`config.mk`:
```
export PLATFORM = sky130hd
export DESIGN_NAME = mackerel_dtack_ctrl
export DESIGN_NICKNAME = d
export VERILOG_FILES = /design/src/rtl/mackerel_dtack_ctrl.sv
export SDC_FILE = /design/constraint.sdc
export NUM_CORES = 1
export LEC_CHECK = 0
export CAP_MARGIN = 15
export CORE_MARGIN = 2
export CORE_UTILIZATION = 55
export CTS_BUF_LIST = sky130_fd_sc_hd__clkbuf_2
export CTS_CLUSTER_DIAMETER = 50
export DETAILED_ROUTE_END_ITERATION = 8
export PLACE_DENSITY_LB_ADDON = 0.15
export SYNTH_ARGS = -nofsm -noshare
export SYNTH_HDL_FRONTEND = slang
export SYNTH_SLANG_ARGS = --single-unit
```
`constraint.sdc`:
```
create_clock -name CLK -period 3 [get_ports CLK]
set_input_delay 0.3 -clock CLK [delete_from_list [all_inputs] [get_ports CLK]]
set_output_delay 0.3 -clock CLK [all_outputs]
set_load 0.01 [all_outputs]
```
`src/rtl/mackerel_dtack_ctrl.sv`:
```
// mackerel_dtack_ctrl: 68000 local-bus cycle terminator (DTACK / BERR).
// Build option: define MFP_DTACK_EN to let the MFP terminate its own cycles.
//
// Ports:
//   CLK        CPU clock; all state changes on the rising edge
//   RST        synchronous reset, active low
//   AS         CPU address strobe, active low
//   ROMEN      ROM select from the decoder, active low
//   RAMEN      RAM select (any bank), active low
//   MFPEN      MFP select, active low
//   MFP_DTACK  DTACK from the MFP, active low (used only with MFP_DTACK_EN)
//   DTACK      registered data-transfer acknowledge, active low
//   BERR       registered bus error, active low
//   BERR_CNT   saturating count of bus errors since reset
//
// Parameters:
//   ROM_WS, RAM_WS, MFP_WS  wait states per region (0..15)
//   TIMEOUT                 cycles from cycle start to BERR (2..255)

module mackerel_dtack_ctrl #(
  parameter int ROM_WS  = 2,
  parameter int RAM_WS  = 0,
  parameter int MFP_WS  = 4,
  parameter int TIMEOUT = 64
) (
  input  logic       CLK,
  input  logic       RST,
  input  logic       AS,
  input  logic       ROMEN,
  input  logic       RAMEN,
  input  logic       MFPEN,
  input  logic       MFP_DTACK,
  output logic       DTACK,
  output logic       BERR,
  output logic [7:0] BERR_CNT
);

  localparam logic [3:0] ROM_WS_C  = 4'(ROM_WS);
  localparam logic [3:0] RAM_WS_C  = 4'(RAM_WS);
  localparam logic [3:0] MFP_WS_C  = 4'(MFP_WS);
  localparam logic [7:0] TIMEOUT_C = 8'(TIMEOUT);

  typedef enum logic [1:0] {
    S_IDLE,
    S_WAIT,
    S_ACK,
    S_FAULT
  } state_t;

  typedef enum logic [1:0] {
    R_NONE,
    R_ROM,
    R_RAM,
    R_MFP
  } region_t;

  state_t     state_q, state_d;
  region_t    region_q, region_d;
  logic [3:0] ws_cnt_q, ws_cnt_d;
  logic [7:0] to_cnt_q, to_cnt_d;
  logic       dtack_q, dtack_d;
  logic       berr_q, berr_d;
  logic [7:0] berr_cnt_q, berr_cnt_d;

  // High when the latched region is ready to be acknowledged this edge.
  logic       ack_now;

`ifdef MFP_DTACK_EN
  // MFP_DTACK is asynchronous to CLK; two flops before it is used.
  logic mfp_s1_q, mfp_s1_d;
  logic mfp_s2_q, mfp_s2_d;

  always_comb begin
    mfp_s1_d = MFP_DTACK;
    mfp_s2_d = mfp_s1_q;
  end

  always_ff @(posedge CLK) begin
    if (!RST) begin
      mfp_s1_q <= 1'b1;
      mfp_s2_q <= 1'b1;
    end else begin
      mfp_s1_q <= mfp_s1_d;
      mfp_s2_q <= mfp_s2_d;
    end
  end

  always_comb begin
    ack_now = 1'b0;
    if (region_q == R_MFP) begin
      ack_now = !mfp_s2_q;
    end else if (region_q != R_NONE) begin
      ack_now = (ws_cnt_q == 4'd0);
    end
  end
`else
  logic unused_mfp_dtack;
  assign unused_mfp_dtack = MFP_DTACK;

  always_comb begin
    ack_now = 1'b0;
    if (region_q != R_NONE) begin
      ack_now = (ws_cnt_q == 4'd0);
    end
  end
`endif

  always_comb begin
    state_d    = state_q;
    region_d   = region_q;
    ws_cnt_d   = ws_cnt_q;
    to_cnt_d   = to_cnt_q;
    dtack_d    = dtack_q;
    berr_d     = berr_q;
    berr_cnt_d = berr_cnt_q;

    unique case (state_q)
      S_IDLE: begin
        dtack_d = 1'b1;
        berr_d  = 1'b1;
        if (!AS) begin
          state_d  = S_WAIT;
          to_cnt_d = 8'd1;
          // Region is fixed here; later select changes are ignored.
          if (!ROMEN) begin
            region_d = R_ROM;
            ws_cnt_d = ROM_WS_C;
          end else if (!RAMEN) begin
            region_d = R_RAM;
            ws_cnt_d = RAM_WS_C;
          end else if (!MFPEN) begin
            region_d = R_MFP;
            ws_cnt_d = MFP_WS_C;
          end else begin
            region_d = R_NONE;
            ws_cnt_d = 4'd0;
          end
        end
      end

      S_WAIT: begin
        if (to_cnt_q != 8'hFF) begin
          to_cnt_d = to_cnt_q + 8'd1;
        end
        // Order matters: abort, then DTACK, then timeout.
        if (AS) begin
          state_d = S_IDLE;
        end else if (ack_now) begin
          state_d = S_ACK;
          dtack_d = 1'b0;
        end else if (to_cnt_q == TIMEOUT_C) begin
          state_d = S_FAULT;
          berr_d  = 1'b0;
          if (berr_cnt_q != 8'hFF) begin
            berr_cnt_d = berr_cnt_q + 8'd1;
          end
        end else if (ws_cnt_q != 4'd0) begin
          ws_cnt_d = ws_cnt_q - 4'd1;
        end
      end

      S_ACK: begin
        if (AS) begin
          state_d = S_IDLE;
          dtack_d = 1'b1;
        end
      end

      S_FAULT: begin
        if (AS) begin
          state_d = S_IDLE;
          berr_d  = 1'b1;
        end
      end

      default: begin
        state_d = S_IDLE;
        dtack_d = 1'b1;
        berr_d  = 1'b1;
      end
    endcase
  end

  always_ff @(posedge CLK) begin
    if (!RST) begin
      state_q    <= S_IDLE;
      region_q   <= R_NONE;
      ws_cnt_q   <= 4'd0;
      to_cnt_q   <= 8'd0;
      dtack_q    <= 1'b1;
      berr_q     <= 1'b1;
      berr_cnt_q <= 8'd0;
    end else begin
      state_q    <= state_d;
      region_q   <= region_d;
      ws_cnt_q   <= ws_cnt_d;
      to_cnt_q   <= to_cnt_d;
      dtack_q    <= dtack_d;
      berr_q     <= berr_d;
      berr_cnt_q <= berr_cnt_d;
    end
  end

  assign DTACK    = dtack_q;
  assign BERR     = berr_q;
  assign BERR_CNT = berr_cnt_q;

endmodule
```
==> results of run 1 <==
## metal layers
| layer | global-route usage [%] | vias to the layer above | part of all wire [%] |
|---|---|---|---|
| met5 | 0 | - | 0 |
| met4 | 9.63 | 0 | 1.0 |
| met3 | 2.95 | 4 | 3.8 |
| met2 | 37.2 | 37 | 48 |
| met1 | 29.5 | 680 | 47 |
| li1 | - | 758 | - |
## power groups by stage
stage / Clock, mW / Sequential [mW] / Combinational, mW
2_1_floorplan: 0 / 0.383 / 0.173
3_3_place_gp: 0 / 0.385 / 0.217
3_5_place_dp: 0 / 0.386 / 0.223
4_1_cts: 0.141 / 0.380 / 0.225
5_1_grt: 0.154 / 0.382 / 0.250
6_report: 0.140 / 0.380 / 0.226
## through the flow
stage                     std cells  util (%)  hold WS, ps
after floorplan                 189         -          401
final                           234      65.1          474
after detailed placement        230      64.4          448
after global routing            234      65.1          495
after global placement          230      64.4          438
after CTS                       234      65.1          475
## worst max-delay path: stages (launching register included)
cell and delay (ps):
dfxtp_1 390, inv_1 90, ha_1 170, or4b_4 500, a2111o_1 570, or4_1 560
a21oi_1 140
## state kept, by name, indices dropped and copies added (netlist names)
register and flops:
BERR 1, BERR_CNT 8, DTACK 1, region_q 2, state_q 2, to_cnt_q 8
ws_cnt_q 4
## final timing paths
| check | start | endpoint | slack (ps) | depth (start not counted) |
|---|---|---|---|---|
| hold reg to reg | region_q[1] | region_q[1] | 470 | 2 |
| hold / removal | region_q[1] | region_q[1] | 470 | 2 |
| setup / recovery | to_cnt_q[0] | BERR_CNT[5] | 510 | 6 |
| setup reg to reg | to_cnt_q[0] | BERR_CNT[5] | 510 | 6 |
## cells by family (layout without fill, tap and decap cells)
group                      Yosys count  in the layout  share of synthesized area (%)
and+or+nand+nor                     71             71                           26.1
buffers and inverters               18             32                           4.35
DFF                                 26             26                           32.9
muxes                                3              3                           1.90
xor gates and xnor gates             1              1                          0.554
AOI/OAI and AO/OA                   61             61                           27.0
adders and majority gates            9              9                           7.13
## area by class of cell
| class | instances | area, sq um |
|---|---|---|
| flip-flops and latches | 26 | 520 |
| well taps | 31 | 38.8 |
| clock inverters | 1 | 3.75 |
| repair buffers | 18 | 173 |
| clock buffers | 3 | 15.0 |
| multi-input cells | 145 | 991 |
| fillers | 236 | 955 |
| inverters | 10 | 37.5 |
## Yosys cell counts (3+ instances only)
master	instances
dfxtp_1	26
a21oi_1	15
nand2_1	13
nand3_1	12
inv_1	10
ha_1	9
nand2b_1	9
o21ai_0	9
a211oi_1	7
clkbuf_1	7
nor3_1	5
nor2b_1	4
nor3b_1	4
o211ai_1	4
or3_1	4
and3_1	3
mux2i_1	3
nor2_1	3
o22ai_1	3
o31ai_1	3
or4_1	3
## layout by cell type (no fill, tap or decap), drive strengths merged, types with 4 or more instances in the layout
cell and instances:
a211oi 7, a21oi 15, clkdlybuf4s50 15, dfxtp 26
ha 9, inv 10, nand2 13, nand2b 9
nand3 12, nor2b 4, nor3 5, nor3b 4
o211ai 4, o21ai 9, or3 4
==> flow_summary.yaml, run 1 <==
synthesis:
  ys_top_cells_by_area: "dfxtp_1 33%, ha_1 7.1%, a21oi_1 4.8%"
  synth_cells: 189
  synth_async_sr_flop_share_pct: 0
  yosys.area.top_type_share_pct: 32.9
  synth_largest_area_cell: "dfxtp_1"
  syn_area_per_cell_sq_um: 8.36
  synth-main-ff-cell: "dfxtp_1"
  synth_area_sq_mm: 0.00158
  ys_ff_latch: 26
  ys_warn_count: 0
  synth_seq_area_share_pct: 32.9
  ys_types: 49
  synth_edf_count: 0
  synth_nets: 205
floorplanning:
  io_pins: 17
  initial_utilization_pct: 57.8
  die_x_microns: 57.6
  fp-row-count: 19
  die_h_microns: 57.6
  core-area_sq_mm: 0.00273
  die_area_sq_mm: 0.00332
worst_setup_path:
  critPathArrivalTime_ps: 2790
  required_ps: 3300
  path_class: "reg2reg"
  critical_path.max_fanout: 14
  worstSetupEndpointType: "flop"
  critPathLaunchType: "flop"
cts:
  clock_latency_ps: 370
  path_clk_slew_ps: 270
  hold_buffers: 0
  root_buffer: "clkbuf_2"
  tritoncts: "done"
  numCtsBuffers: 3
  cts_resized: 0
  clk_path_buf_depth: 2
  clock_sinks: 26
  cts_htree_levels: 1
  cts_setup_buffers: 0
finish:
  post_route_cells_drive_above_1_share_pct: 6.90
  layout.nets: 220
  finalInstanceArea_sq_mm: 0.00178
  syn2layout_area_growth_pct: 12.6
  diodes: 0
place:
  placedInstanceArea_sq_mm: 0.00176
  io_buffers: 15
  place_congestion: 0.850
  place_hpwl_microns: 2570
  dp_slack_ps: 594
detailed_routing:
  first_iter_violations: 75
  wl_microns: 3530
  drc: 0
  viasPerCell: 6.32
  antenna_left: 0
  routedWlPerCell_microns: 15.1
  vias: 1479
  dr.pass1.iters: 4
grt:
  track_usage_pct: 22.5
  grt_pass1_wl_microns: 5900
  grt_pass1_vias: 1357
  overflow: 0
  grt_max_degree: 22
  antenna_found_initial: 0
sta:
  setup_tns_ps: 0
  rsz0062_at_grt: "no"
  fin_crit_sh_pct: 82.9
  clock_skew_ps: 25.2
  finalMaxSlewViolations: 0
  setup_slack_ps: 513
  slew_headroom_pct: 56.0
  final_hold_viol_count: 0
  tightest_slew_ps: 655
  setup_viol: 0
  period_needed_ps: 2490
  max_freq_mhz: 402
pwr:
  comb_power_share_pct: 30.3
  ir_drop_mv: 0.323
  power_leakage_nw: 0.616
  p_total_mw: 0.746
  cellInternalPower_mw: 0.491
  power.share.clock_pct: 18.8
  power.switching_mw: 0.255
  power_frac_seq_pct: 51.0
  swShare_pct: 34.2
  power_density_mw_per_mm2: 419
worst_hold_path:
  hold_path.class: "reg2reg"
run:
  max_cap_violations: 0
outcome:
  status: "finished clean"
Note: power is estimated with default switching activity, not from simulation.
==> inputs of run 2 (changes only) <==
- clock period: 3 -> 2.4 ns (I/O delays scaled with it)
==> run 2 against run 1 <==
Effect of this change:
- sequential cell count unchanged
- sequential power rose by 25%
- routed wire length is 6.7% higher
- critical path depth rose by 1
- combinational power up 33%
- register-to-register slack lost 450 ps
- largest cell class unchanged
==> flow_summary.yaml, run 2 (same netlist as run 1, synthesis figures left out) <==
outcome:
  status: "finished clean"
finish:
  regArea_sq_um: 522
  finalInstanceArea_sq_mm: 0.00186
  diodes: 0
  final_cell_mix: "25 x dfxtp_1, 15 x clkdlybuf4s50_1, 14 x a21oi_1, 13 x nand2_1, 12 x nand3_1"
  layout.nets: 226
  layout_commonest_cell: "dfxtp_1"
  layout.cells.non_filler: 240
  multiInputGateArea_sq_um: 998
  syn2layout_area_growth_pct: 17.7
  fill_cells: 235
  post_route_cells_drive_above_1_share_pct: 11.5
sta:
  final_hold_viol_count: 0
  slew_headroom_pct: 49.9
  period_needed_ps: 2340
  setup_slack_ps: 64.0
  finalMaxSlewViolations: 0
  fin_crit_sh_pct: 97.3
  setup_viol: 0
  rsz0062_at_grt: "yes"
  holdWs_ps: 447
  max_freq_mhz: 428
  tightest_slew_ps: 746
  clock_skew_ps: 10.7
cts:
  hold_buffers: 0
  cts_htree_levels: 1
  clock_sinks: 26
  numCtsBuffers: 3
  clk_path_buf_depth: 2
  root_buffer: "clkbuf_2"
  clock_latency_ps: 380
  path_clk_slew_ps: 270
  tritoncts: "done"
floorplanning:
  initial_utilization_pct: 57.8
  die_x_microns: 57.6
  die_h_microns: 57.6
  core-area_sq_mm: 0.00273
  fp-row-count: 19
  die_area_sq_mm: 0.00332
  io_pins: 17
worst_setup_path:
  critPathArrivalTime_ps: 2660
  critical_path.max_fanout: 8
  reg2reg_from: "to_cnt_q[0]"
  critPathLaunchType: "flop"
  reg2reg_depth: 7
  startpoint: "to_cnt_q[0]"
  path_class: "reg2reg"
  required_ps: 2730
  worstSetupEndpointType: "flop"
detailed_routing:
  first_iter_violations: 51
  antenna_left: 0
  vias: 1526
  routedWlPerCell_microns: 15.7
  drc: 0
  wl_microns: 3770
  dr.pass1.iters: 4
  viasPerCell: 6.36
pwr:
  ir_drop_mv: 0.378
  power_leakage_nw: 0.659
  power_density_mw_per_mm2: 573
place:
  place_congestion: 0.827
  place_hpwl_microns: 2710
  dp_slack_ps: 69.3
  placedInstanceArea_sq_mm: 0.00178
  dpl.cell_count: 233
  io_buffers: 15
worst_hold_path:
  min_path_cells: 2
  hold_path.class: "in2reg"
  min-delay-start: "ROMEN"
grt:
  grt_max_degree: 22
  grt_pass1_vias: 1406
  antenna_found_initial: 0
  track_usage_pct: 23.4
  overflow: 0
  grt_pass1_wl_microns: 6140
run:
  max_cap_violations: 0
## run 2: cell count changes in the layout (fill, tap and decap cells not counted), sizes merged
cell	previous run	this run
bufinv	0	1
clkinv	1	0
buf	3	9
## run 2: timing repair
action | CTS | global route
pin swaps | 1 | 4
setup endpoints to repair | 3 | 3
gates resized for setup | 0 | 3
setup buffers | 0 | 3
## run 2: worst paths after layout
| kind | slack (ps) | end |
|---|---|---|
| setup reg to reg | 60 | BERR_CNT[0] |
| hold / removal | 450 | region_q[0] |
| setup / recovery | 60 | BERR_CNT[0] |
| hold reg to reg | 470 | region_q[1] |
## run 2: report_power, final
part	switching, mW	internal (mW)
logic	0.168	0.133
clock network	0.145	0.143
registers	0.0188	0.457
## run 2: metrics by stage
step	util (%)	TNS (ps)	power, mW
CTS	66.9	0	1.05
detailed placement	65.2	0	0.764
global placement	65.2	0	0.753
global route	68.0	-46.9	1.12
floorplan	-	0	0.695
finish	68.0	0	1.07
## run 2: worst max-delay path, stage by stage, from the launching register on
cell and delay [ps]:
dfxtp_2 390, inv_1 90, ha_1 160, or4b_4 480, a2111o_1 490, buf_4 200, or3_1 340, a21oi_1 150
## run 2: area by class of cell
class	count	area share, %
inverters	10	2.02
repair buffers	24	11.7
flip-flops and latches	26	28.1
multi-input cells	145	53.7
clock buffers	3	0.808
well taps	31	2.09
clock inverters	1	1.62
## run 2: per-layer routing
metal,part of all wire [%],global-route usage (%)
met1,45,30.7
met2,50,39.3
met3,4.0,2.49
met4,1.3,8.97
met5,0,0
